## config.mk

```make
export PLATFORM = sky130hd
export DESIGN_NAME = fp_cmp_prep_flat
export DESIGN_NICKNAME = d
export VERILOG_FILES = /design/src/rtl/fp_pkg.sv /design/src/rtl/fp_cmp_prep_if.sv /design/src/rtl/fp_classify.sv /design/src/rtl/fp_cmp_prep.sv /design/src/flat_wrapper.sv
export SDC_FILE = /design/constraint.sdc
export NUM_CORES = 1
export LEC_CHECK = 0
export CAP_MARGIN = 20
export CORE_MARGIN = 1.5
export CORE_UTILIZATION = 46
export DETAILED_ROUTE_END_ITERATION = 10
export PLACE_DENSITY = 0.82
export REMOVE_ABC_BUFFERS = 1
export SLEW_MARGIN = 20
export SYNTH_ARGS = -nofsm -noshare
export SYNTH_HDL_FRONTEND = slang
export SYNTH_SLANG_ARGS = --single-unit
```

## constraint.sdc

```tcl
create_clock -name clk -period 7.2 [get_ports clk]
set_clock_uncertainty 0.05 [all_clocks]
set_input_delay 0.72 -clock clk [delete_from_list [all_inputs] [get_ports clk]]
set_output_delay 0.72 -clock clk [all_outputs]
set_load 0.05 [all_outputs]
```

## src/rtl/fp_pkg.sv

```systemverilog
// Shared definitions for the FP compare operand-preparation block:
// class bit positions, format codes, canonical NaNs and entry layout.
package fp_pkg;

   // Sign bit plus 64-bit magnitude handed to the comparator.
   localparam int OP_W  = 65;
   localparam int CLS_W = 10;

   // One-hot class bit positions (RISC-V fclass ordering).
   localparam int CLS_NINF  = 0;
   localparam int CLS_NNORM = 1;
   localparam int CLS_NSUB  = 2;
   localparam int CLS_NZERO = 3;
   localparam int CLS_PZERO = 4;
   localparam int CLS_PSUB  = 5;
   localparam int CLS_PNORM = 6;
   localparam int CLS_PINF  = 7;
   localparam int CLS_SNAN  = 8;
   localparam int CLS_QNAN  = 9;

   localparam logic FMT_S = 1'b0;
   localparam logic FMT_D = 1'b1;

   // Canonical quiet NaNs; a single that is not NaN-boxed becomes QNAN_S.
   localparam logic [31:0] QNAN_S = 32'h7FC0_0000;
   localparam logic [63:0] QNAN_D = 64'h7FF8_0000_0000_0000;

   typedef logic [OP_W-1:0]  ext_t;
   typedef logic [CLS_W-1:0] cls_t;

   // One buffered operand pair as presented to the comparator.
   typedef struct packed {
      ext_t       data1;
      ext_t       data2;
      cls_t       class1;
      cls_t       class2;
      logic [2:0] rm;
   } entry_t;

   function automatic cls_t cls_onehot(input int idx);
      return cls_t'(1) << idx;
   endfunction

endpackage

```

## src/rtl/fp_cmp_prep_if.sv

```systemverilog
// Operand-pair handshake bus: upstream valid/ready channel carrying raw
// operands in, downstream valid/ready channel carrying prepared operands out.
interface fp_cmp_prep_if;
   import fp_pkg::*;

   logic       in_valid;
   logic       in_ready;
   logic       in_fmt;
   logic [63:0] in_op1;
   logic [63:0] in_op2;
   logic [2:0] in_rm;

   logic       out_valid;
   logic       out_ready;
   ext_t       out_data1;
   ext_t       out_data2;
   cls_t       out_class1;
   cls_t       out_class2;
   logic [2:0] out_rm;

   // Environment side: produces operands and consumes prepared pairs.
   modport master (
      output in_valid, in_fmt, in_op1, in_op2, in_rm, out_ready,
      input  in_ready, out_valid, out_data1, out_data2,
             out_class1, out_class2, out_rm
   );

   // Block side.
   modport slave (
      input  in_valid, in_fmt, in_op1, in_op2, in_rm, out_ready,
      output in_ready, out_valid, out_data1, out_data2,
             out_class1, out_class2, out_rm
   );

endinterface

```

## src/rtl/fp_classify.sv

```systemverilog
// Combinational operand unpack: sign-extends a single or double operand to
// {sign, 64-bit magnitude} and produces its one-hot RISC-V class.
module fp_classify
   import fp_pkg::*;
(
   input  logic        fmt,
   input  logic [63:0] op,
   output ext_t        ext,
   output cls_t        cls
);

   logic [31:0] sval;
   logic        sign;
   logic        exp_zero;
   logic        exp_ones;
   logic        frac_zero;
   logic        frac_msb;

   // Field extraction; an improperly boxed single is replaced by the
   // canonical qNaN before anything else looks at it.
   always_comb begin
      sval      = (&op[63:32]) ? op[31:0] : QNAN_S;
      sign      = 1'b0;
      ext       = '0;
      exp_zero  = 1'b0;
      exp_ones  = 1'b0;
      frac_zero = 1'b0;
      frac_msb  = 1'b0;
      if (fmt == FMT_D) begin
         sign      = op[63];
         ext       = {op[63], 1'b0, op[62:0]};
         exp_zero  = (op[62:52] == 11'd0);
         exp_ones  = &op[62:52];
         frac_zero = (op[51:0] == 52'd0);
         frac_msb  = op[51];
      end else begin
         sign      = sval[31];
         ext       = {sval[31], 33'd0, sval[30:0]};
         exp_zero  = (sval[30:23] == 8'd0);
         exp_ones  = &sval[30:23];
         frac_zero = (sval[22:0] == 23'd0);
         frac_msb  = sval[22];
      end
   end

   // Class decode; every path sets exactly one bit.
   always_comb begin
      cls = '0;
      if (exp_ones) begin
         if (frac_zero)
            cls = cls_onehot(sign ? CLS_NINF : CLS_PINF);
         else if (frac_msb)
            cls = cls_onehot(CLS_QNAN);
         else
            cls = cls_onehot(CLS_SNAN);
      end else if (exp_zero) begin
         if (frac_zero)
            cls = cls_onehot(sign ? CLS_NZERO : CLS_PZERO);
         else
            cls = cls_onehot(sign ? CLS_NSUB : CLS_PSUB);
      end else begin
         cls = cls_onehot(sign ? CLS_NNORM : CLS_PNORM);
      end
   end

endmodule

```

## src/rtl/fp_cmp_prep.sv

```systemverilog
// FP compare operand preparation: classifies both operands of an accepted
// pair and queues the result in a small FIFO in front of the comparator.
// Everything at the output comes from registered state, so there is no
// combinational path from the input channel to the output channel.
module fp_cmp_prep
   import fp_pkg::*;
#(
   parameter int DEPTH = 2
)(
   input  logic               clk,
   input  logic               rst,
   input  logic               flush,
   fp_cmp_prep_if.slave       bus
);

   localparam int PTR_W = (DEPTH > 1) ? $clog2(DEPTH) : 1;
   localparam logic [PTR_W-1:0] PTR_LAST = PTR_W'(DEPTH - 1);
   localparam logic [2:0]       CNT_FULL = 3'(DEPTH);

   logic [63:0] op_arr  [2];
   ext_t        ext_arr [2];
   cls_t        cls_arr [2];

   assign op_arr[0] = bus.in_op1;
   assign op_arr[1] = bus.in_op2;

   genvar gi;
   generate
      for (gi = 0; gi < 2; gi++) begin : g_cls
         fp_classify u_classify (
            .fmt (bus.in_fmt),
            .op  (op_arr[gi]),
            .ext (ext_arr[gi]),
            .cls (cls_arr[gi])
         );
      end
   endgenerate

   logic [2:0]       count_reg,  count_next;
   logic [PTR_W-1:0] wr_ptr_reg, wr_ptr_next;
   logic [PTR_W-1:0] rd_ptr_reg, rd_ptr_next;
   logic             accept;
   logic             pop;
   entry_t           wr_entry;
   entry_t           head;
   entry_t           mem [DEPTH];

   assign bus.in_ready  = (count_reg < CNT_FULL);
   assign bus.out_valid = (count_reg != 3'd0);
   assign accept        = bus.in_valid & bus.in_ready;
   assign pop           = bus.out_valid & bus.out_ready;

   assign wr_entry = '{data1:  ext_arr[0],
                       data2:  ext_arr[1],
                       class1: cls_arr[0],
                       class2: cls_arr[1],
                       rm:     bus.in_rm};

   // Next count/pointers; flush discards everything and wins over accept/pop.
   always_comb begin
      count_next  = count_reg;
      wr_ptr_next = wr_ptr_reg;
      rd_ptr_next = rd_ptr_reg;
      if (flush) begin
         count_next  = 3'd0;
         wr_ptr_next = '0;
         rd_ptr_next = '0;
      end else begin
         if (accept)
            wr_ptr_next = (wr_ptr_reg == PTR_LAST) ? '0 : wr_ptr_reg + 1'b1;
         if (pop)
            rd_ptr_next = (rd_ptr_reg == PTR_LAST) ? '0 : rd_ptr_reg + 1'b1;
         if (accept && !pop)
            count_next = count_reg + 3'd1;
         else if (pop && !accept)
            count_next = count_reg - 3'd1;
      end
   end

   // Occupancy and pointer registers; reset overrides everything.
   always_ff @(posedge clk) begin
      if (rst) begin
         count_reg  <= 3'd0;
         wr_ptr_reg <= '0;
         rd_ptr_reg <= '0;
      end else begin
         count_reg  <= count_next;
         wr_ptr_reg <= wr_ptr_next;
         rd_ptr_reg <= rd_ptr_next;
      end
   end

   // Entry storage; contents are only meaningful while counted as valid.
   always_ff @(posedge clk) begin
      if (accept)
         mem[wr_ptr_reg] <= wr_entry;
   end

   assign head           = mem[rd_ptr_reg];
   assign bus.out_data1  = head.data1;
   assign bus.out_data2  = head.data2;
   assign bus.out_class1 = head.class1;
   assign bus.out_class2 = head.class2;
   assign bus.out_rm     = head.rm;

endmodule

```

## src/flat_wrapper.sv

```systemverilog
// flat-port wrapper written by rule: the top's interface ports become plain ports
module fp_cmp_prep_flat import fp_pkg::*;
#(
   parameter int DEPTH = 2
)
  (clk, rst, flush, bus_in_valid, bus_in_fmt, bus_in_op1, bus_in_op2, bus_in_rm, bus_out_ready, bus_in_ready, bus_out_valid, bus_out_data1, bus_out_data2, bus_out_class1, bus_out_class2, bus_out_rm);
  fp_cmp_prep_if bus_i ();
  input  logic clk;
  input  logic rst;
  input  logic flush;
  input wire logic [$bits(bus_i.in_valid)-1:0] bus_in_valid;
  input wire logic [$bits(bus_i.in_fmt)-1:0] bus_in_fmt;
  input wire logic [$bits(bus_i.in_op1)-1:0] bus_in_op1;
  input wire logic [$bits(bus_i.in_op2)-1:0] bus_in_op2;
  input wire logic [$bits(bus_i.in_rm)-1:0] bus_in_rm;
  input wire logic [$bits(bus_i.out_ready)-1:0] bus_out_ready;
  output wire logic [$bits(bus_i.in_ready)-1:0] bus_in_ready;
  output wire logic [$bits(bus_i.out_valid)-1:0] bus_out_valid;
  output wire logic [$bits(bus_i.out_data1)-1:0] bus_out_data1;
  output wire logic [$bits(bus_i.out_data2)-1:0] bus_out_data2;
  output wire logic [$bits(bus_i.out_class1)-1:0] bus_out_class1;
  output wire logic [$bits(bus_i.out_class2)-1:0] bus_out_class2;
  output wire logic [$bits(bus_i.out_rm)-1:0] bus_out_rm;
  assign bus_i.in_valid = bus_in_valid;
  assign bus_i.in_fmt = bus_in_fmt;
  assign bus_i.in_op1 = bus_in_op1;
  assign bus_i.in_op2 = bus_in_op2;
  assign bus_i.in_rm = bus_in_rm;
  assign bus_i.out_ready = bus_out_ready;
  assign bus_in_ready = bus_i.in_ready;
  assign bus_out_valid = bus_i.out_valid;
  assign bus_out_data1 = bus_i.out_data1;
  assign bus_out_data2 = bus_i.out_data2;
  assign bus_out_class1 = bus_i.out_class1;
  assign bus_out_class2 = bus_i.out_class2;
  assign bus_out_rm = bus_i.out_rm;
  fp_cmp_prep #(.DEPTH(DEPTH)) u_core (.clk(clk), .rst(rst), .flush(flush), .bus(bus_i));
endmodule
```

# Word-level counts from Yosys, hierarchy flattened
# Memory sizes are Yosys's and may differ from the RTL's. A register that Yosys moved wholly into a read port is not among the register bits.
# Cells that the tools add are included.
# classes
n_addsub	4
magnitude_cmp	1
shifts	8
n_mux	40
bitwise_logic	2
reduce_logical	21
# op_table
op	n
$mux 65	2
$logic_not 52->1	2
$mux 10	10
$shl 1x3->10 const A	8
$mux 32	2
$reduce_and 32->1	2
$logic_not 23->1	2
$mux 3	10
$logic_not 11->1	2
$reduce_and 11->1	2
$logic_not 8->1	2
$mux 1	16
$reduce_and 8->1	2
$add 3x1->3 const B	1
$lt 3x2->1 const B	1
$reduce_bool 3->1	1
$sub 3x1->3 const B	1
$add 1x1->1 const B	2
$and 1x1->1	2
$logic_and 1x1->1	2
$logic_not 1->1	2
$reduce_bool 2->1	1
$reduce_or 2->1	1
# totals
ff_bits	5
mem_bits_rw	306
inputBits	137
out_inout_bits	155
elab_cells	80
memories	1
# mem_list
name	depth	word_bits	read_ports	rd_clocked_by_memory_dff	write_ports	line_no	rtl
u_core.mem	2	153	1	1	1	fp_cmp_prep.sv:46	entry_t mem [DEPTH];

# Logic depth before layout (Yosys ltp)
# Gate-level depths: netlist of the first run.
# depth
depth_word	8
depth_mapped	11
mapped_depth_nobuf	11

# Modules after synthesis
# A second synthesis of the first run with hierarchy kept.
# hier_totals
cells_unflattened	806
area_unflattened_um2	13584.3
# modules_own_cells
module	instances	cells_per_inst	area_per_inst_um2	seq_area_each_um2
fp_cmp_prep	1	506	11624.9	9308.9
fp_classify	2	150	979.7	0.0

# Worst setup path after synthesis of the first run
# Ideal clock, no wire load.
# synth_path
path_type	reg-to-reg
startpoint	register u_core.count_reg[1]
endpoint	memory u_core.mem[0][0] (netlist bit), enable pin
arrival_ns	7.576
required_time_ns	6.486
slack_ns	-1.090
path_stages_with_launch	4
path_buffers	0
period_less_slack_ns	8.290
cell_sequence	dfxtp_1 > nor2_1 > nand2_1 > nor2_1
# synth_via
elab_chain_cells	4
# synth_rtl
element	line_no	rtl
start: declaration	fp_cmp_prep.sv:39	logic [2:0] count_reg, count_next;
start signal: assignment	fp_cmp_prep.sv:87	count_reg <= count_next;
$lt 3x2->1	fp_cmp_prep.sv:48	assign bus.in_ready = (count_reg < CNT_FULL);
named net bus_in_ready	flat_wrapper.sv:17	output wire logic [$bits(bus_i.in_ready)-1:0] bus_in_ready;
$and 1x1->1	fp_cmp_prep.sv:50	assign accept = bus.in_valid & bus.in_ready;
$mux 1	fp_cmp_prep.sv:95	if (accept)
$mux 1 (not written as such)	fp_cmp_prep.sv:96	mem[wr_ptr_reg] <= wr_entry;
end: declaration	fp_cmp_prep.sv:46	
# The timed path passes the listed nets, and every way through them passes these cells.

==> results of run 1 <==
[worst max path at each step]
stage	to	slack, ns	depth (start not counted)
finish	bus_out_data2[62]	3.52	3
global route	u_core.mem[1][14]$_DFFE_PP_	3.56	12
CTS	bus_out_data2[62]	3.63	3
detailed placement	u_core.mem[0][14]$_DFFE_PP_	3.22	12
global placement	u_core.mem[0][14]$_DFFE_PP_	3.33	12
floorplan	u_core.mem[0][0]$_DFFE_PP_	-1.09	3
[critical path: stages (launching register included)]
cell             delay, ns
dfxtp_4               0.35
buf_12                0.45
mux2_2                0.32
clkdlybuf4s50_1       0.88
[routing by layer]
layer / vias to the layer above / part of all wire [%]
li1: 3689 / -
met1: 3966 / 41
met2: 309 / 49
met3: 65 / 6.8
met4: 2 / 3.2
met5: - / 0.043
[cell families after synthesis]
kind of cell / count (synthesis) / synth area share, %
mux: 154 / 13.32
buf+inv: 40 / 1.270
other cells: 1 / 0.02884
xor+xnor: 5 / 0.3368
fa+ha+maj: 8 / 0.8275
flops: 308 / 70.67
simple gates: 262 / 12.39
compound gates: 25 / 1.155
[through the flow]
step | instance area [um^2] | hold WS, ns | std cells | worst slack (ns) | util (%)
floorplan | 12860 | 0.4700 | 770 | -1.090 | -
CTS | 17360 | 0.4743 | 1503 | 3.628 | 62.50
global route | 17360 | 0.5032 | 1503 | 3.559 | 62.50
global placement | 16330 | 0.4830 | 1445 | 3.327 | 58.77
finish | 17360 | 0.5079 | 1503 | 3.524 | 62.50
detailed placement | 16350 | 0.5178 | 1446 | 3.225 | 58.84
[cell usage after synthesis, types with 9 or more instances]
| cell | n | share of area [%] |
|---|---|---|
| or2_2 | 20 | 0.96 |
| nand3_1 | 9 | 0.35 |
| nor4_1 | 27 | 1.3 |
| nor3_1 | 14 | 0.54 |
| nor2b_1 | 46 | 2.2 |
| a21oi_1 | 9 | 0.35 |
| and2_1 | 64 | 3.1 |
| clkbuf_1 | 31 | 0.89 |
| nand2_1 | 13 | 0.38 |
| nand4_1 | 20 | 0.96 |
| edfxtp_1 | 302 | 70 |
| mux2_2 | 152 | 13 |
| nor2_1 | 15 | 0.43 |
[power by group]
group | switching, mW | total [mW] | internal [mW] | leakage [nW]
registers | 0.0426 | 2.23 | 2.19 | 2.92
clock network | 0.646 | 1.61 | 0.963 | 0.490
logic | 0.938 | 1.45 | 0.511 | 2.44
total | 1.63 | 5.29 | 3.66 | 5.85
[layout make-up]
class	instances	area share [%]
inverters	6	0.1297
well taps	378	2.724
clock inverters	6	0.6125
multi-input cells	456	21.18
repair buffers	298	17.16
clock buffers	51	5.246
flip-flops and latches	308	52.94
==> results.cfg, run 1 <==
[run_status]
status = finished, final reports clean

[global_routing]
grt_max_degree = 152
busiest_layer = met2
grt_util_all_layers_pct = 20.07
use_met3_pct = 4.141
use_met2_pct = 34.02
first_global_vias = 8221
grt_pass1_wl_mm = 44.96
grt_overflow = 0
grt_util_met1_pct = 25.54
antenna_found_initial = 1

[worst_setup_path]
critical_path_class = flip-flop to output port
critPathMaxFanout = 151
worstPathRequired_ns = 6.43
regToRegStartpoint = u_core.count_reg[2]$_SDFFE_PP0P_
cp-end-kind = output port
cp-start-kind = flip-flop
regToRegSetupSlack_ns = 4.39
cp.arrival_ns = 2.91
r2r_cells = 3
r2r-end = u_core.mem[1][94]$_DFFE_PP_

[floorplan]
die_w_um = 171.1
coreArea_um2 = 27780
rows = 61
die_h_um = 171.1
start_util_pct = 46.80
io_pins = 292
dieArea_um2 = 29280

[clock_network]
cts-root-buf = clkbuf_16
clock_latency_ns = 0.54
cts_max_level = 1
cts_resized = 0
clock-sinks = 308
numCtsBuffers = 31
postCtsSetupRepairBufs = 0
cts_tree = built
clkTransAtPathRegs_ns = 0.06
ctsHoldBuffers = 0
clockBufferDepth = 3

[routing]
vias = 8031
finalWirelength_mm = 30.53
wl_per_cell_um = 20.31
via_per_inst = 5.343
drtPass1Iterations = 6
drc_errors = 0
postRouteAntennaNets = 0
drt-initial-drc-count = 477

[synthesis]
synth_seq_cells = 308
ys_types = 51
yosysWarnings = 0
ys_seq_area_share_pct = 70.67
synth.avg_cell_area_um2 = 16.19
synth_ff_type = edfxtp_1
syn_area_um2 = 13000
synth_cells = 803
ys_async_sr_fraction_pct = 0
synth_edf_count = 302

[timing]
layout_min_cycle_time_ns = 3.676
slew_headroom_pct = 26.20
max_freq_mhz = 272.0
rsz0062_at_grt = no
setup_viol = 0
hold_violations = 0
drv_slew = 0
worstMarginPinSlew_ns = 1.107
tns_ns = 0
final.period_utilization_pct = 51.06

[layout]
fillCellCount = 2006
final_common_cell = edfxtp_1
seqCellArea_um2 = 9193
largest_reg_flops = 302
layout-drive-gt1-share_pct = 21.07
multi_input_area_um2 = 3679
layout_common_cells = edfxtp_1, clkdlybuf4s50_1, mux2_2
num-nets-final = 1246
syn2layout_area_growth_pct = 33.55
num_antenna_cells = 0

[pwr]
peakVddDrop_v = 0.0002034
finalPower_mw = 5.290
p_leak_nw = 5.851
p_per_area_nw_per_um2 = 304.6

[placed_design]
io_buffers = 289
hpwl_mm = 20.19
gp_congestion = 0.8298

[hold_path]
hold_path.class = input port to flip-flop
hold_end = u_core.mem[0][144]$_DFFE_PP_
hold_depth = 2
min_from = bus_in_fmt

[run]
drv_cap = 0
Power figures use the tool's default switching activity.
==> run 2: changes to the inputs <==
==> constraint.sdc (replaced) <==
create_clock -name clk -period 3.1 [get_ports clk]
set_clock_uncertainty 0.05 [all_clocks]
set_input_delay 0.31 -clock clk [delete_from_list [all_inputs] [get_ports clk]]
set_output_delay 0.31 -clock clk [all_outputs]
set_load 0.05 [all_outputs]
==> results.cfg, run 2 (synthesis gave the netlist of run 1 again) <==
[timing]
final.period_utilization_pct = 95.60
max_freq_mhz = 337.4
layout_min_cycle_time_ns = 2.964
setup_viol = 0
slew_headroom_pct = 59.60
drv_slew = 0
rsz0062_at_grt = no
worstMarginPinSlew_ns = 0.6041
hold_violations = 0

[worst_setup_path]
regToRegStartpoint = u_core.count_reg[0]$_SDFFE_PP0P_
critical_path_class = input port to flip-flop
worstPathRequired_ns = 3.41
cp.arrival_ns = 3.27
critPathMaxFanout = 3
regToRegSetupSlack_ns = 0.94
r2r-end = u_core.count_reg[2]$_SDFFE_PP0P_
cp-end-kind = flip-flop
critical-path-max-stage-delay_ns = 0.60
cp-start-kind = input port
r2r_cells = 9
path_common_cell = or4_1
path_cells = clkdlybuf4s50_1, or4_1, or4_1, o21ai_1, nand4_1, or2_1, ha_4, nor2_1, nand2_1, or3_1, a21oi_1
critPathSlowestCell = or4_1

[placed_design]
io_buffers = 289
gp_congestion = 0.8808
hpwl_mm = 20.65
dp_cells = 1495
dpl_cell_area_um2 = 16780

[pwr]
p_per_area_nw_per_um2 = 671.9
peakVddDrop_v = 0.0004379
p_sw_mw = 3.740
switching_share_pct = 31.51
combPwrFrac_pct = 28.9
p_int_mw = 8.128
p_clk_share_pct = 27.5
p_leak_nw = 6.043
seq_power_share_pct = 43.6

[layout]
layout-drive-gt1-share_pct = 24.10
fillCellCount = 2004
num_antenna_cells = 0
final_cells = 1548
final_common_cell = edfxtp_1
final_area_um2 = 17660
num-nets-final = 1295
largest_reg_flops = 302
postLayoutCoreUtil_pct = 63.58
layout_common_cells = edfxtp_1, clkdlybuf4s50_1, mux2_2
seqCellArea_um2 = 9193
multi_input_area_um2 = 3697
syn2layout_area_growth_pct = 35.84

[clock_network]
numCtsBuffers = 31
clock-sinks = 308
cts_max_level = 1
ctsHoldBuffers = 0
cts-root-buf = clkbuf_16
clkTransAtPathRegs_ns = 0.06
clockBufferDepth = 3
cts_tree = built
clock_latency_ns = 0.54

[floorplan]
io_pins = 292
start_util_pct = 46.80
dieArea_um2 = 29280
coreArea_um2 = 27780
die_h_um = 171.1
rows = 61
die_w_um = 171.1

[global_routing]
antenna_found_initial = 0
grt_util_all_layers_pct = 20.38
use_met2_pct = 34.85
grt_util_met1_pct = 26.38
busiest_layer = met2
grt_max_degree = 89
grt_pass1_wl_mm = 45.86
use_met3_pct = 3.794
first_global_vias = 8404
grt_overflow = 0

[routing]
drtPass1Iterations = 7
drt-initial-drc-count = 499
finalWirelength_mm = 30.47
drc_errors = 0
vias = 8175
postRouteAntennaNets = 0
via_per_inst = 5.281
wl_per_cell_um = 19.68

[hold_path]
hold_depth = 1
hold_path.class = input port to flip-flop
hold_end = u_core.mem[0][1]$_DFFE_PP_
min_from = bus_in_rm[1]

[run]
drv_cap = 0

[run_status]
status = finished, final reports clean
-- run 2: cell count changes in the layout (fill, tap and decap cells not counted), sizes merged --
| cell | previous run | this run |
|---|---|---|
| buf | 10 | 59 |
| clkbuf | 51 | 40 |
| clkinv | 2 | 12 |
| bufinv | 3 | 0 |
-- run 2: metrics by stage --
step           hold slack, ns  total power, mW  setup WS, ns  TNS (ns)
2_1_floorplan          0.3366            7.516        -5.190  -1359.51
3_3_place_gp           0.4867            8.650       -0.2006    -2.330
3_5_place_dp           0.5034            8.697       -0.3727    -7.451
4_1_cts                0.2684            11.97        0.1365         0
5_1_grt                0.2726            12.27       0.03698         0
6_report               0.3014            11.87        0.1365         0
-- run 2: worst max-delay path by stage --
stage	end	startpoint	slack [ns]	cells after the start
2_1_floorplan	u_core.mem[0][0]$_DFFE_PP_	u_core.count_reg[1]$_SDFFE_PP0P_	-5.19	3
3_3_place_gp	u_core.mem[0][14]$_DFFE_PP_	bus_in_op1[32]	-0.20	9
3_5_place_dp	u_core.mem[0][20]$_DFFE_PP_	bus_in_op1[26]	-0.37	10
4_1_cts	u_core.mem[0][20]$_DFFE_PP_	bus_in_op1[26]	0.14	10
5_1_grt	u_core.mem[0][14]$_DFFE_PP_	bus_in_op1[32]	0.04	11
6_report	u_core.mem[1][14]$_DFFE_PP_	bus_in_op1[32]	0.14	11
-- run 2: routing by layer --
layer | wire length, um | share of wire, %
met4 | 777 | 2.6
met3 | 1821 | 6.0
met2 | 15130 | 50
met1 | 12740 | 42
met5 | 0 | 0
-- run 2: repair_timing --
item                                    4_1_cts  5_1_grt
setup buffers                                 0        0
endpoints found under the setup margin        0       10
gates resized for setup                       0        2
-- run 2: worst max-delay path, delay by kind of cell --
family	cells	cell delay (ns)
compound gates	2	0.36
fa+ha+maj	1	0.18
buf+inv	1	0.43
simple gates	7	2.00
-- run 2: area by class of cell --
type                            count  share of cell area [%]
Sequential cell                   308                   52.04
Multi-Input combinational cell    456                   20.93
Timing Repair Buffer              347                   19.31
Clock buffer                       40                   4.583
Tap cell                          378                   2.678
Clock inverter                     13                  0.3258
Inverter                            6                  0.1275
-- run 2: power by group through the flow --
stage	combinational (mW)	clock, mW	sequential [mW]
after global routing	3.57	3.48	5.22
after global placement	3.41	0	5.24
after detailed placement	3.43	0	5.27
after floorplan	2.14	0	5.38
after CTS	3.45	3.34	5.18
final	3.43	3.26	5.18
==> run 3: changes to the inputs <==
--- a/config.mk
+++ b/config.mk
@@ -9,9 +9,10 @@
 export CORE_MARGIN = 1.5
 export CORE_UTILIZATION = 46
 export DETAILED_ROUTE_END_ITERATION = 10
-export PLACE_DENSITY = 0.82
+export PLACE_DENSITY = 0.81
 export REMOVE_ABC_BUFFERS = 1
 export SLEW_MARGIN = 20
 export SYNTH_ARGS = -nofsm -noshare
 export SYNTH_HDL_FRONTEND = slang
+export SYNTH_HIERARCHICAL = 1
 export SYNTH_SLANG_ARGS = --single-unit
==> results.cfg, run 3 <==
[clock_network]
clkTransAtPathRegs_ns = 0.06
clockBufferDepth = 3
cts_tree = built
postCtsSetupRepairBufs = 0
clock_latency_ns = 0.50
cts-root-buf = clkbuf_16
clock-sinks = 312
cts_max_level = 2
numCtsBuffers = 34

[routing]
drc_errors = 0
drt-initial-drc-count = 588
drtPass1Iterations = 5
via_per_inst = 5.279
wl_per_cell_um = 19.86
vias = 8257
finalWirelength_mm = 31.05
postRouteAntennaNets = 0

[placed_design]
hpwl_mm = 21.88
dp_cells = 1503
io_buffers = 291
gp_congestion = 0.8358

[synthesis]
yosysMostFrequentCell = edfxtp_1
synth_edf_count = 306
ys_seq_area_share_pct = 68.53
synth_largest_area_cell = edfxtp_1
synth_cells = 806
synth_seq_cells = 312
ys_types = 50
synthTopCellsByCount = edfxtp_1, mux2_2, mux2_4
yosysTopAreaCellShare_pct = 67.64
synth.avg_cell_area_um2 = 16.85
synthTopCellsByArea = edfxtp_1, mux2_4, mux2_2
yosysWarnings = 6
ys_async_sr_fraction_pct = 0
syn_area_um2 = 13580
synth_ff_type = edfxtp_1

[layout]
largest_reg_flops = 306
layout_common_cells = edfxtp_1, clkdlybuf4s50_1, mux2_2
final_common_cell = edfxtp_1
num_antenna_cells = 0
num-nets-final = 1302
final_cells = 1564
postLayoutCoreUtil_pct = 63.79
syn2layout_area_growth_pct = 35.52
layout-drive-gt1-share_pct = 24.24

[run]
drv_cap = 0

[pwr]
combPwrFrac_pct = 26.5
finalPower_mw = 12.15
seq_power_share_pct = 42.8
p_clk_share_pct = 30.8
p_int_mw = 8.503
switching_share_pct = 30.02
p_sw_mw = 3.648
p_per_area_nw_per_um2 = 660.1
p_leak_nw = 6.447
peakVddDrop_v = 0.0004059

[worst_setup_path]
regToRegStartpoint = u_core/count_reg[1]$_SDFFE_PP0P_
critical_path_class = input port to flip-flop
critPathMaxFanout = 4
cp-end-kind = flip-flop
cp.arrival_ns = 3.11
startpoint = bus_in_op2[43]
worstPathRequired_ns = 3.28
cp-start-kind = input port

[run_status]
status = finished, final reports clean

[global_routing]
antenna_found_initial = 0
grt_pass1_wl_mm = 47.23
grt_max_degree = 84
first_global_vias = 8553
grt_overflow = 0
grt_util_all_layers_pct = 19.97

[floorplan]
coreArea_um2 = 28860
io_pins = 292
dieArea_um2 = 30570
die_w_um = 174.8
start_util_pct = 47.07
die_h_um = 174.8
rows = 62

[timing]
final.period_utilization_pct = 94.51
layout_min_cycle_time_ns = 2.930
hold_violations = 0
drv_slew = 0
max_freq_mhz = 341.3
setup_viol = 0
whs_ns = 0.3427
worstMarginPinSlew_ns = 0.5874
slew_headroom_pct = 60.72
rsz0062_at_grt = no

[hold_path]
hold_path.class = input port to flip-flop
min_from = bus_in_rm[1]
## run 3: cell types whose count changed after synthesis, moves of 4 or more
cell | before | now
a21oi_1 | 9 | 1
buf_2 | 0 | 12
nand3_1 | 9 | 2
and3_1 | 1 | 8
or2_1 | 2 | 20
or3_1 | 6 | 2
or2_2 | 20 | 1
nor2b_1 | 46 | 51
edfxtp_1 | 302 | 306
buf_6 | 1 | 9
mux2_2 | 152 | 83
clkbuf_1 | 31 | 13
mux2_4 | 0 | 70
nor3_1 | 14 | 2
## run 3: per-layer routing
| metal | track usage, % | wire [um] |
|---|---|---|
| met1 | 24.75 | 12260 |
| met2 | 34.21 | 15440 |
| met3 | 5.331 | 2546 |
| met4 | 6.090 | 810 |
| met5 | 0 | 0 |
## run 3: logic make-up (layout without fill, tap and decap cells)
group | Yosys count | after routing | synth area share [%]
fa+ha+maj | 10 | 10 | 0.9763
buf+inv | 47 | 421 | 2.017
xor+xnor | 4 | 4 | 0.2579
other cells | 2 | 2 | 0.05528
simple gates | 250 | 250 | 11.64
mux | 156 | 156 | 14.84
compound gates | 25 | 25 | 1.685
flops | 312 | 312 | 68.53
## run 3: power by group through the flow
stage	Combinational (mW)	Sequential [mW]	Clock (mW)
3_3_place_gp	3.20	5.26	0
3_5_place_dp	3.22	5.29	0
6_report	3.22	5.20	3.74
5_1_grt	3.36	5.23	3.97
2_1_floorplan	2.06	5.39	0
4_1_cts	3.24	5.20	3.82
## run 3: cell type report
class,count,area [um^2]
clock buffer,45,955.9
clock inverter,16,87.58
fill,2071,10450
inverter,9,33.78
multi-input combinational,447,4055
sequential,312,9313
tap,384,480.5
timing repair buffer,351,3483
## run 3: repair_timing
action	4_1_cts	5_1_grt
hold endpoints to repair	0	0
hold buffers	0	0
setup endpoints to repair	0	10
gates resized for setup	0	7
## run 3: critical path: stages
cell	delay [ns]
clkdlybuf4s50_1	0.47
nor4_2	0.34
buf_4	0.18
nand4_1	0.09
or4_1	0.55
a211oi_2	0.27
ha_1	0.32
o2111ai_1	0.25
a22oi_1	0.15
nor4b_2	0.19
## run 3: final timing paths
| path | endpoint | slack [ns] | cells after the start |
|---|---|---|---|
| setup / recovery | u_core/mem[1][6]$_DFFE_PP_ | 0.17 | 10 |
| hold / removal | u_core/mem[1][1]$_DFFE_PP_ | 0.34 | 1 |
| setup reg to reg | u_core/count_reg[2]$_SDFFE_PP0P_ | 0.97 | 7 |
| hold reg to reg | flip-flop | 0.48 | 2 |
## run 3: metrics by stage
stage          setup WS, ns  setup TNS (ns)  area (um^2)
2_1_floorplan        -5.013        -1429.31        13340
3_3_place_gp        -0.2813          -3.317        17320
3_5_place_dp        -0.4172          -5.111        17320
4_1_cts             0.02985               0        18370
5_1_grt             0.01789               0        18410
6_report             0.1701               0        18410
